File: src/rtl/pipe_stage_skid.sv
`default_nettype none
// ============================================================================
// Module      : pipe_stage_skid
// Description : Elastic pipeline stage register with a two-entry skid buffer.
//               Carries an opaque W-bit payload between two core stages over a
//               valid/ready handshake. in_ready is driven from a flop, so there
//               is no combinational path from out_ready back to in_ready. The
//               stage streams one beat per cycle without bubbles, keeps strict
//               FIFO order and supports a synchronous flush.
// Revision    : 1.0 - initial release
// ----------------------------------------------------------------------------
// Parameters
//   W        payload width in bits (>= 1)
//   RST_VAL  payload value loaded on reset/flush and held while empty
//   CNT_W    stall counter width (statistics build only)
// Ports
//   clk        in   clock, all state updates on rising edge
//   reset      in   synchronous, active-high reset (priority over flush)
//   flush      in   synchronous flush, discards all held entries
//   in_valid   in   upstream presents a payload
//   in_ready   out  stage can accept (registered)
//   in_data    in   upstream payload, sampled only on accept
//   out_valid  out  out_data is valid
//   out_ready  in   downstream accepts this cycle
//   out_data   out  payload to downstream (registered)
//   stall_cnt  out  saturating count of cycles with out_valid & !out_ready
//                   (present only when PIPE_STAGE_STATS_EN is defined)
// Build option
//   PIPE_STAGE_STATS_EN  adds the stall_cnt port and its counter
// ============================================================================
module pipe_stage_skid #(
    parameter int unsigned         W       = 16,
    parameter logic [W-1:0]        RST_VAL = '0,
    parameter int unsigned         CNT_W   = 16
) (
    input  logic                   clk,
    input  logic                   reset,
    input  logic                   flush,
    input  logic                   in_valid,
    output logic                   in_ready,
    input  logic [W-1:0]           in_data,
    output logic                   out_valid,
    input  logic                   out_ready,
    output logic [W-1:0]           out_data
`ifdef PIPE_STAGE_STATS_EN
    ,
    output logic [CNT_W-1:0]       stall_cnt
`endif
);

    typedef enum logic [1:0] {
        ST_EMPTY = 2'd0,
        ST_ONE   = 2'd1,
        ST_TWO   = 2'd2
    } state_t;

    state_t         state_q, state_d;
    logic [W-1:0]   main_q,  main_d;
    logic [W-1:0]   skid_q,  skid_d;
    logic           in_ready_q, in_ready_d;

    logic           w_accept;
    logic           w_deliver;

    assign out_valid = (state_q != ST_EMPTY);
    assign out_data  = main_q;
    assign in_ready  = in_ready_q;

    assign w_accept  = in_valid  & in_ready_q;
    assign w_deliver = out_valid & out_ready;

    // ------------------------------------------------------------------------
    // State register
    // ------------------------------------------------------------------------
    always_ff @(posedge clk) begin
        if (reset) begin
            state_q    <= ST_EMPTY;
            main_q     <= RST_VAL;
            skid_q     <= RST_VAL;
            in_ready_q <= 1'b1;
        end else begin
            state_q    <= state_d;
            main_q     <= main_d;
            skid_q     <= skid_d;
            in_ready_q <= in_ready_d;
        end
    end

    // ------------------------------------------------------------------------
    // Next-state and datapath
    // ------------------------------------------------------------------------
    always_comb begin
        state_d = state_q;
        main_d  = main_q;
        skid_d  = skid_q;

        case (state_q)
            ST_EMPTY: begin
                if (w_accept) begin
                    state_d = ST_ONE;
                    main_d  = in_data;
                end
            end
            ST_ONE: begin
                if (w_accept && w_deliver) begin
                    main_d  = in_data;
                end else if (w_accept) begin
                    // Downstream stalled: park the new beat behind main.
                    state_d = ST_TWO;
                    skid_d  = in_data;
                end else if (w_deliver) begin
                    state_d = ST_EMPTY;
                    main_d  = RST_VAL;
                end
            end
            ST_TWO: begin
                // in_ready is low here, so in_valid cannot be accepted.
                if (w_deliver) begin
                    state_d = ST_ONE;
                    main_d  = skid_q;
                    skid_d  = RST_VAL;
                end
            end
            default: begin
                state_d = ST_EMPTY;
                main_d  = RST_VAL;
                skid_d  = RST_VAL;
            end
        endcase

        if (flush) begin
            state_d = ST_EMPTY;
            main_d  = RST_VAL;
            skid_d  = RST_VAL;
        end

        // Registering the next-state decode keeps in_ready free of any
        // combinational dependency on out_ready.
        in_ready_d = (state_d != ST_TWO);
    end

`ifdef PIPE_STAGE_STATS_EN
    // ------------------------------------------------------------------------
    // Saturating stall counter; flush deliberately leaves it untouched.
    // ------------------------------------------------------------------------
    logic [CNT_W-1:0] stall_cnt_q;

    always_ff @(posedge clk) begin
        if (reset) begin
            stall_cnt_q <= '0;
        end else if (out_valid && !out_ready && (stall_cnt_q != {CNT_W{1'b1}})) begin
            stall_cnt_q <= stall_cnt_q + CNT_W'(1);
        end
    end

    assign stall_cnt = stall_cnt_q;
`endif

endmodule
`default_nettype wire

File: config.mk
export PLATFORM = sky130hd
export DESIGN_NAME = pipe_stage_skid
export DESIGN_NICKNAME = d
export VERILOG_FILES = /design/src/rtl/pipe_stage_skid.sv
export SDC_FILE = /design/constraint.sdc
export NUM_CORES = 1
export LEC_CHECK = 0
export ABC_CLOCK_PERIOD_IN_PS = 1800
export BUFFER_PORTS_ARGS = -buffer_cell sky130_fd_sc_hd__clkbuf_2
export CORE_MARGIN = 5
export CORE_UTILIZATION = 37
export DETAILED_ROUTE_END_ITERATION = 6
export GPL_ROUTABILITY_DRIVEN = 0
export GPL_TIMING_DRIVEN = 0
export MAX_ROUTING_LAYER = met4
export RECOVER_POWER = 50
export SLEW_MARGIN = 20
export SYNTH_ARGS = -nofsm -noshare
export SYNTH_HDL_FRONTEND = slang
export SYNTH_SLANG_ARGS = --single-unit
File: constraint.sdc
create_clock -name clk -period 1.8 [get_ports clk]
set_clock_uncertainty 0.2 [all_clocks]
set_input_delay 0.18 -clock clk [delete_from_list [all_inputs] [get_ports clk]]
set_output_delay 0.18 -clock clk [all_outputs]
set_load 0.01 [all_outputs]
==> Implementation_results.wiki, run 1 <==
{| class="wikitable"
! Metric !! Value
|-
| Status || finished clean
|-
| Launch instance of the worst min-delay path || out_ready
|-
| Post-synth ARST share || 0
|-
| Synth Cell Area || between 1500 and 2000 um2
|-
| Clock tree from TritonCTS || yes
|-
| Pwr per Cell Area || a little under 800 nW/um2
|-
| Number of max-capacitance violations reported || 0
|-
| Global-route wire length before repair || 7003 um
|-
| Critical path start-end classification || reg2reg
|-
| CTS buffer count || 5
|-
| Horiz. Die Dim || 79.74 um
|-
| Root buf cell || clkbuf_8
|-
| Clock slew at reported path FFs || about 0.08 ns
|-
| Type of destination of the critical path || register
|-
| R2R setup slack || around 0.042 ns
|-
| Fin. max-slew vios || 0
|-
| Largest vdd supply drop || 307.8 uV
|-
| Longest Clk Path Bufs || 2
|-
| R2R Path Start || state_q[1]
|-
| Syn Inst Count || between 150 and 200
|-
| PnR Total Power || 1862 uW
|-
| Max incr delay on CP || 0.37 ns
|-
| Buffers & Inverters on Critical Path || 1
|-
| Placed standard-cell area || about 2100 um2
|-
| Number of top-level pins || 39
|-
| Most frequent standard cell in the layout excluding fill and tap cells || nor2_1
|-
| Max FO, Critical Path || 10
|-
| Number of design rule violations left after detail routing || 0
|-
| TritonRoute pass-1 iters || 4
|-
| Number of warnings printed during yosys synthesis || 0
|-
| Time the final worst path needs with I/O delays and setup || ~1.8 ns
|-
| Element type at the critical path start || register
|-
| Drt total wl || ~4600 um
|-
| Clock insertion delay at the later pin of the skew report || roughly 0.29 ns
|-
| Maximum number of pins on one net before global-route repair || 13
|-
| Via count of the first global-routing pass || 1440
|-
| H-Tree Depth || 2
|-
| Final nets || ~260
|-
| Remaining antenna violation count || 0
|-
| Number of antenna violations at the first check in global routing || 0
|-
| Largest cells by area after synthesis || dfxtp_1 (39%), mux2i_1 (18%), o2bb2ai_1 (7.8%)
|-
| Worst min path class || in2reg
|-
| GR Util All Layers || 0.1502
|-
| Wirelength per Cell || ~15 um
|-
| Number of instances on the worst hold path || 3
|-
| Sequential fraction of the synthesis area || 0.3894
|-
| Overall die height || between 70 and 80 um
|-
| Total die area || about 6400 um2
|-
| Number of vias after detailed routing || about 1500
|-
| Number of enable-type register cells in the synthesized netlist || 0
|-
| Congestion Overflow GR || 0
|-
| Commonest non-fill, non-tap cells in the layout || nor2_1 (34), mux2i_1 (33), dfxtp_1 (33)
|-
| Effective utilization at floorplan || 0.3809
|-
| Number of fillers in the final layout || between 400 and 500
|-
| Top cell family by delay on the critical path || compound AO/OA/AOI/OAI gates
|-
| R2R Path End || out_data[7]
|-
| Total non-filler cell area in the finished layout || 2390 um2
|-
| Standard cell core area || about 4700 um2
|-
| Critical-path top delay cell || dfxtp_2
|-
| Worst max-slew margin expressed relative to the limit || 0.6487
|-
| Number of design-rule violations left by the first detailed-router iteration || between 80 and 90
|-
| Setup WS pre-CTS || -0.07385 ns
|-
| Antenna Cells || 0
|-
| Netlist cell types || 27
|-
| Length in cells of the worst reg-to-reg path || 5
|-
| Syn_nets || between 200 and 250
|-
| Worst Hold End || in_ready
|-
| Static leakage || between 0.0008 and 0.0009 uW
|-
| Slew at the pin with the worst max-slew slack || roughly 0.53 ns
|-
| Proportion of netlist area held by the largest area contributor || 0.3894
|-
| Layout Utilization || 0.5060
|-
| WP data arrival || 1.73 ns
|-
| Max Clock Freq || 568.9 MHz
|-
| Tightest hold margin || between 0.03 and 0.04 ns
|-
| Cell type with the largest total area after synthesis || dfxtp_1
|-
| Detail Placement HPWL || between 3000 and 4000 um
|-
| Final critical-path share of the clock period || 0.9765
|-
| Required time of the critical path || between 1.5 and 2 ns
|-
| Synth Flop Type || dfxtp_1
|-
| Sink Count || 35
|-
| Min setup slack post-route || about 0.042 ns
|-
| Port Buffer Count || 38
|-
| Layout cells sized above 1 || 0.2893
|-
| Final Hold Violating Endpoints || 0
|-
| Register bit total from synthesis || 35
|-
| Final setup violation count || 0
|-
| Cell Rows || 25
|-
| Vias per Instance || about 5
|-
| Mean cell area of the mapped netlist || about 9.6 um2
|-
| Cells along the critical path || nand3b_1 -> a22o_4 -> clkbuf_16 -> a22oi_2 -> nor2_1
|-
| Syn-to-layout area delta || 32.82%
|}
-- worst max path at each step --
stage / startpoint / end / slack (ns) / depth (start not counted)
2_1_floorplan: state_q[1] / out_data[10] / 0.22 / 6
3_3_place_gp: state_q[0] / out_valid / -0.05 / 5
3_5_place_dp: state_q[0] / out_data[8] / -0.07 / 6
4_1_cts: state_q[0] / out_valid / 0.02 / 4
5_1_grt: state_q[1] / out_data[7] / -0.03 / 5
6_report: state_q[1] / out_data[7] / 0.04 / 5
-- tightest hold or removal path, stage by stage --
cell      delay, ns
clkbuf_2       0.09
buf_6          0.12
or3_2          0.11
-- cells in the mapped netlist (2+ instances only) --
master	count
buf_2	4
buf_6	5
mux2i_1	33
or2_2	2
buf_4	2
nor2_1	34
nand3b_1	4
dfxtp_1	35
o2bb2ai_1	16
and2_1	16
a21oi_1	2
a22oi_1	16
clkbuf_1	5
-- cells by family (layout without fill, tap and decap cells) --
logic type | after synthesis | after routing | share of synthesized area
mux | 33 | 33 | 0.1836
flops | 35 | 35 | 0.3894
simple gates | 63 | 63 | 0.1766
compound gates | 39 | 39 | 0.1759
buf+inv | 18 | 72 | 0.07440
-- sequential cells by signal (all words and copies together), names as in the netlist --
name      cells
out_data     16
skid_q       16
state_q       2
in_ready      1
-- area by class of cell --
| cell class | count | area (um2) | share of cell area |
|---|---|---|---|
| sequential | 35 | 705.7 | 0.2953 |
| timing repair buffer | 48 | 282.8 | 0.1183 |
| multi-input combinational | 135 | 1046 | 0.4377 |
| clock inverter | 3 | 43.79 | 0.01832 |
| buffer | 16 | 158.9 | 0.06649 |
| tap | 67 | 83.83 | 0.03508 |
| clock buffer | 5 | 68.82 | 0.02880 |
-- per-stage QoR --
step                setup TNS (ns)  instances
floorplan                        0        188
global route              -0.02682        309
detailed placement         -0.4581        293
CTS                              0        302
global placement           -0.3689        293
finish                           0        309
-- per-layer routing --
| metal | up-vias | track usage | wire length [um] |
|---|---|---|---|
| met1 | 737 | 0.1902 | 2243 |
| met2 | 26 | 0.2295 | 2180 |
| li1 | 778 | - | - |
| met5 | - | - | 0 |
| met3 | 6 | 0.03612 | 138 |
| met4 | 0 | 0.06250 | 80 |
-- power by group --
| group | switching, uW | internal [uW] |
|---|---|---|
| sequential | 12.5 | 791 |
| combinational | 170 | 170 |
| clock | 307 | 412 |
| total | 490 | 1370 |
-- what timing repair did --
| item | CTS | global route |
|---|---|---|
| endpoints found under the hold margin | 1 | 0 |
| setup buffers | 1 | 7 |
| hold buffers | 1 | 0 |
| setup endpoints to repair | 19 | 11 |
| resized for setup | 10 | 21 |
| pin swaps | 0 | 8 |
| gates cloned | 0 | 1 |
Note: power is estimated with default switching activity, not from simulation.
==> run 2: changes to the inputs <==
--- a/constraint.sdc
+++ b/constraint.sdc
@@ -4,2 +4,2 @@
 set_output_delay 0.18 -clock clk [all_outputs]
-set_load 0.01 [all_outputs]
+set_load 0.02 [all_outputs]
==> run 2 against run 1 <==
Cell area is 2.9% lower. Largest power group unchanged. Power decreased by 1.2%. Critical path depth down 1. Register-to-register slack about the same. Hold slack worse by 0.0022 ns. Critical path type is now reg2out.
==> Implementation_results.wiki, run 2 (synthesized netlist as in run 1, its figures left out) <==
{| class="wikitable"
! Metric !! Value
|-
| Number of design-rule violations left by the first detailed-router iteration || 55 (was 81)
|-
| Clock slew at reported path FFs || 0.08 ns (about the same)
|-
| Remaining antenna violation count || 0 (unchanged)
|-
| Drt total wl || 4538 um (was 4642 um)
|-
| Max FO, Critical Path || 10 (unchanged)
|-
| Total non-filler cell area in the finished layout || 2321 um2 (was 2390 um2)
|-
| Type of destination of the critical path || primary output (was register)
|-
| Clock insertion delay at the later pin of the skew report || 0.29 ns (about the same)
|-
| Overall die height || 79.74 um (unchanged)
|-
| Vias per Instance || 5.049 (was 5.006)
|-
| Fin. max-slew vios || 0 (unchanged)
|-
| Total die area || 6358 um2 (unchanged)
|-
| Final nets || 260 (was 262)
|-
| Wirelength per Cell || 14.78 um (was 15.02 um)
|-
| Layout cells sized above 1 || 0.2583 (was 0.2893)
|-
| Max Clock Freq || 561.1 MHz (was 568.9 MHz)
|-
| Final Hold Violating Endpoints || 0 (unchanged)
|-
| Pwr per Cell Area || 792.6 nW/um2 (was 779.2 nW/um2)
|-
| Clock tree from TritonCTS || yes (unchanged)
|-
| Cell Rows || 25 (unchanged)
|-
| Number of top-level pins || 39 (unchanged)
|-
| Syn-to-layout area delta || 29.00% (was 32.82%)
|-
| Slew at the pin with the worst max-slew slack || 0.5307 ns (was 0.5269 ns)
|-
| Worst min path class || in2reg (unchanged)
|-
| Largest vdd supply drop || 306.0 uV (was 307.8 uV)
|-
| Congestion Overflow GR || 0 (unchanged)
|-
| Non-filler cells, final || 307 (was 309)
|-
| H-Tree Depth || 2 (unchanged)
|-
| Number of cells in the design after placement || 293 (unchanged)
|-
| Root buf cell || clkbuf_8 (unchanged)
|-
| Time the final worst path needs with I/O delays and setup || 1.782 ns (was 1.758 ns)
|-
| Number of fillers in the final layout || 476 (was 474)
|-
| Number of antenna violations at the first check in global routing || 0 (unchanged)
|-
| Number of design rule violations left after detail routing || 0 (unchanged)
|-
| Required time of the critical path || 1.42 ns (was 1.77 ns)
|-
| GR Util All Layers || 0.1524 (was 0.1502)
|-
| Critical path start-end classification || reg2out (was reg2reg)
|-
| Antenna Cells || 0 (unchanged)
|-
| Global-route wire length before repair || 7127 um (was 7003 um)
|-
| Unrepaired setup endpoints after global routing || true
|-
| Element type at the critical path start || register (unchanged)
|-
| Layout Utilization || 0.4914 (was 0.5060)
|-
| Static leakage || 0.0008632 uW (was 0.0008775 uW)
|-
| Placed standard-cell area || 2073 um2 (unchanged)
|-
| Standard cell core area || 4723 um2 (unchanged)
|-
| Commonest non-fill, non-tap cells in the layout || nor2_1 (34), dfxtp_1 (34), mux2i_1 (33) (was nor2_1 (34), mux2i_1 (33), dfxtp_1 (33))
|-
| Longest Clk Path Bufs || 2 (unchanged)
|-
| Horiz. Die Dim || 79.74 um (unchanged)
|-
| Final critical-path share of the clock period || 0.9902 (was 0.9765)
|-
| Effective utilization at floorplan || 0.3809 (unchanged)
|-
| Port Buffer Count || 38 (unchanged)
|-
| WP data arrival || 1.40 ns (was 1.73 ns)
|-
| Final setup violation count || 0 (unchanged)
|-
| Sink Count || 35 (unchanged)
|-
| Maximum number of pins on one net before global-route repair || 13 (unchanged)
|-
| TritonRoute pass-1 iters || 4 (unchanged)
|-
| CTS buffer count || 5 (unchanged)
|-
| Number of vias after detailed routing || 1550 (was 1547)
|-
| Via count of the first global-routing pass || 1484 (was 1440)
|-
| Final sum of negative setup slack || 0 ns (unchanged)
|-
| Status || finished clean (unchanged)
|-
| Detail Placement HPWL || 3019 um (unchanged)
|-
| Worst max-slew margin expressed relative to the limit || 0.6462 (was 0.6487)
|-
| PnR Total Power || 1840 uW (was 1862 uW)
|-
| Number of max-capacitance violations reported || 0 (unchanged)
|}
-- run 2: worst paths after layout --
kind | slack [ns] | depth (start not counted) | startpoint | to
worst min-delay path | 0.03 | 3 | out_ready | in_ready
worst max-delay path | 0.02 | 4 | state_q[1] | out_valid
worst min register to register | 0.30 | 2 | skid_q[6] | skid_q[6]
worst max register to register | 0.03 | 6 | state_q[1] | out_data[11]
-- run 2: worst max-delay path, stage by stage (launching register included) --
cell and delay (ns):
dfxtp_1 0.31, buf_6 0.13, clkbuf_4 0.21, or2_2 0.30, clkbuf_8 0.15
-- run 2: layout make-up --
type / count / area [um2] / area share
clock inverters: 3 / 43.79 / 0.01887
plain buffers: 17 / 165.2 / 0.07116
well taps: 67 / 83.83 / 0.03612
flip-flops and latches: 35 / 704.4 / 0.3035
clock buffers: 5 / 68.82 / 0.02965
repair buffers: 45 / 246.5 / 0.1062
multi-input cells: 135 / 1008 / 0.4345
-- run 2: metal layers --
| metal | routed length (um) | GRT usage |
|---|---|---|
| met1 | 2158 | 0.1923 |
| met2 | 2115 | 0.2321 |
| met3 | 168 | 0.03612 |
| met4 | 97 | 0.06757 |
| met5 | 0 | - |
-- run 2: stage by stage --
step	setup WS (ns)	hold slack, ns
floorplan	0.1762	0.1745
global placement	-0.08413	0.2736
detailed placement	-0.09021	0.2862
CTS	0.002376	0.02434
global route	-0.03115	0.03565
finish	0.01766	0.03092
-- run 2: what timing repair did --
action	in CTS	in global routing
resized for setup	12	11
hold buffers	1	0
endpoints found under the setup margin	19	20
hold endpoints to repair	1	0
setup buffers	3	3
pin swaps	0	1
-- run 2: where the power goes --
part	switching, uW	internal, uW	leakage [uW]	total [uW]
clock network	308	413	0.0000581	721
registers	10.9	791	0.000284	801
logic	170	147	0.000521	317
total	489	1350	0.000863	1840
==> run 3: changes to the inputs <==
Settings changed: ABC_CLOCK_PERIOD_IN_PS 1800 to 2200, CTS_BUF_LIST from default to sky130_fd_sc_hd__clkbuf_4.
Clock period 1.8 ns to 2.2 ns, I/O delays scaled along.
==> run 3 against run 2 <==
Cell count decreased by 2.0%. Register-to-register slack improved by 0.23 ns. Sequential cell count stayed put. Non-clock buffer count fell by 6. Clock power fell by 34%. Critical path type unchanged. Combinational power is 30% lower. Core utilization is 3.9 points lower. Clock-buffer cell count stayed put. Setup slack better by 0.22 ns. Largest power group unchanged. Power down 27%.
==> Implementation_results.wiki, run 3 (synthesized netlist as in run 1, its figures left out) <==
{| class="wikitable"
! Metric !! Value
|-
| Commonest non-fill, non-tap cells in the layout || dfxtp_1 (35), nor2_1 (34), mux2i_1 (33) (was nor2_1 (34), dfxtp_1 (34), mux2i_1 (33))
|-
| Net switching component of the power || 370.5 uW (was 489.4 uW)
|-
| Max incr delay on CP || 0.32 ns (was 0.31 ns)
|-
| Final setup violation count || 0 (unchanged)
|-
| Number of design-rule violations left by the first detailed-router iteration || 67 (was 55)
|-
| Vias per Instance || 4.997 (was 5.049)
|-
| Worst max-slew margin expressed relative to the limit || 0.5078 (was 0.6462)
|-
| Global-route wire length before repair || 6982 um (was 7127 um)
|-
| Max FO, Critical Path || 18 (was 10)
|-
| Total non-filler cell area in the finished layout || 2137 um2 (was 2321 um2)
|-
| Slew at the pin with the worst max-slew slack || 0.7383 ns (was 0.5307 ns)
|-
| Gate power share || 0.164 (was 0.173)
|-
| Cells along the critical path || buf_4 -> buf_2 -> or2_2 -> clkbuf_2 (was buf_6 -> clkbuf_4 -> or2_2 -> clkbuf_8)
|-
| P_int || 980.0 uW (was 1350 uW)
|-
| Detail Placement HPWL || 3019 um (unchanged)
|-
| Via count of the first global-routing pass || 1446 (was 1484)
|-
| Max Clock Freq || 509.3 MHz
|-
| Number of design rule violations left after detail routing || 0 (unchanged)
|-
| Final sum of negative setup slack || 0 ns (unchanged)
|-
| Static leakage || 0.0007875 uW (was 0.0008632 uW)
|-
| Syn-to-layout area delta || 18.78% (was 29.00%)
|-
| Remaining antenna violation count || 0 (unchanged)
|-
| Antenna Cells || 0 (unchanged)
|-
| Standard cell core area || 4723 um2 (unchanged)
|-
| CTS buffer count || 5 (unchanged)
|-
| Number of max-capacitance violations reported || 0 (unchanged)
|-
| Root buf cell || clkbuf_4 (was clkbuf_8)
|-
| Element type at the critical path start || register (unchanged)
|-
| Port Buffer Count || 38 (unchanged)
|-
| Drt total wl || 4333 um (was 4538 um)
|-
| Type of destination of the critical path || primary output (unchanged)
|-
| Maximum number of pins on one net before global-route repair || 19 (was 13)
|-
| Final Hold Violating Endpoints || 0 (unchanged)
|-
| H-Tree Depth || 2 (unchanged)
|-
| Pwr per Cell Area || 631.9 nW/um2 (was 792.6 nW/um2)
|-
| Effective utilization at floorplan || 0.3809 (unchanged)
|-
| PnR Total Power || 1351 uW (was 1840 uW)
|-
| Number of antenna violations at the first check in global routing || 0 (unchanged)
|-
| Horiz. Die Dim || 79.74 um (unchanged)
|-
| Share of total power in the clock network || 0.352 (was 0.392)
|-
| Required time of the critical path || 1.78 ns (was 1.42 ns)
|-
| Wirelength per Cell || 14.40 um (was 14.78 um)
|-
| Final nets || 254 (was 260)
|-
| Largest vdd supply drop || 248.0 uV (was 306.0 uV)
|-
| Final critical-path share of the clock period || 0.8925
|-
| Total die area || 6358 um2 (unchanged)
|-
| Clock slew at reported path FFs || 0.12 ns (was 0.08 ns)
|-
| Status || finished clean (unchanged)
|-
| Number of vias after detailed routing || 1504 (was 1550)
|-
| Number of cells in the design after placement || 293 (unchanged)
|-
| Number of fillers in the final layout || 496 (was 476)
|-
| Congestion Overflow GR || 0 (unchanged)
|-
| Clock insertion delay at the later pin of the skew report || 0.35 ns (was 0.29 ns)
|-
| Setup WS pre-CTS || 0.2698 ns (was -0.09021 ns)
|-
| Non-filler cells, final || 301 (was 307)
|-
| Cell Rows || 25 (unchanged)
|-
| WP data arrival || 1.54 ns (was 1.40 ns)
|-
| Clock tree from TritonCTS || yes (unchanged)
|-
| Min setup slack post-route || 0.2365 ns (was 0.01766 ns)
|-
| Worst min path class || in2reg (unchanged)
|-
| TritonRoute pass-1 iters || 4 (unchanged)
|-
| Fin. max-slew vios || 0 (unchanged)
|-
| Number of top-level pins || 39 (unchanged)
|-
| Critical path start-end classification || reg2out (unchanged)
|-
| Unrepaired setup endpoints after global routing || false (was true)
|-
| Longest Clk Path Bufs || 2 (unchanged)
|-
| Time the final worst path needs with I/O delays and setup || around 2.0 ns
|-
| Overall die height || 79.74 um (unchanged)
|-
| Placed standard-cell area || 2073 um2 (unchanged)
|-
| GR Util All Layers || 0.1499 (was 0.1524)
|-
| Switching share of power || 0.2744 (was 0.2661)
|-
| Sequential cell fraction of total power || 0.485 (was 0.436)
|-
| Sink Count || 35 (unchanged)
|-
| Critical-path top delay cell || dfxtp_1 (unchanged)
|-
| Layout cells sized above 1 || 0.1923 (was 0.2583)
|-
| Most frequent standard cell in the layout excluding fill and tap cells || dfxtp_1
|}
-- run 3: power by group through the flow --
stage | combinational, uW | clock [uW] | sequential [uW]
2_1_floorplan | 138 | 0 | 683
3_3_place_gp | 223 | 0 | 669
3_5_place_dp | 226 | 0 | 669
4_1_cts | 227 | 502 | 655
5_1_grt | 243 | 537 | 657
6_report | 221 | 475 | 655
-- run 3: critical path, delay by kind of cell (launching register included) --
kind / cells / cell delay, ns
buf+inv: 3 / 0.55
flops: 1 / 0.32
simple gates: 1 / 0.31
-- run 3: final timing paths --
check / start / end / slack (ns) / depth (start not counted)
max: state_q[0] / out_valid / 0.24 / 4
min: in_data[15] / skid_q[15] / 0.04 / 4
max reg2reg: state_q[1] / out_data[6] / 0.26 / 6
min reg2reg: skid_q[0] / skid_q[0] / 0.31 / 2
-- run 3: through the flow --
step           hold WS [ns]    util
4_1_cts             0.02169  0.4575
3_3_place_gp         0.2736  0.4389
2_1_floorplan        0.2145       -
5_1_grt             0.03466  0.4525
3_5_place_dp         0.2862  0.4389
6_report            0.03896  0.4525
-- run 3: layout make-up --
class / count / area (um2) / share of cell area
Clock inverter: 3 / 43.79 / 0.02049
Clock buffer: 5 / 37.54 / 0.01756
Tap cell: 67 / 83.83 / 0.03923
Multi-Input combinational cell: 135 / 964.7 / 0.4514
Timing Repair Buffer: 39 / 177.7 / 0.08314
Buffer: 17 / 128.9 / 0.06030
Sequential cell: 35 / 700.7 / 0.3279
-- run 3: what timing repair did --
item,CTS,global route
endpoints found under the hold margin,2,0
hold buffers,1,0
buffers inserted,0,0
setup endpoints to repair,1,0
resized for setup,0,0
-- run 3: layer usage --
metal  share of wire  track usage  wire, um  up-vias
met4           0.017      0.06250        74        0
li1                -            -         -      761
met1            0.48       0.1916      2081      711
met2            0.46       0.2262      2014       27
met3           0.038      0.03725       163        5
met5               0            -         0        -
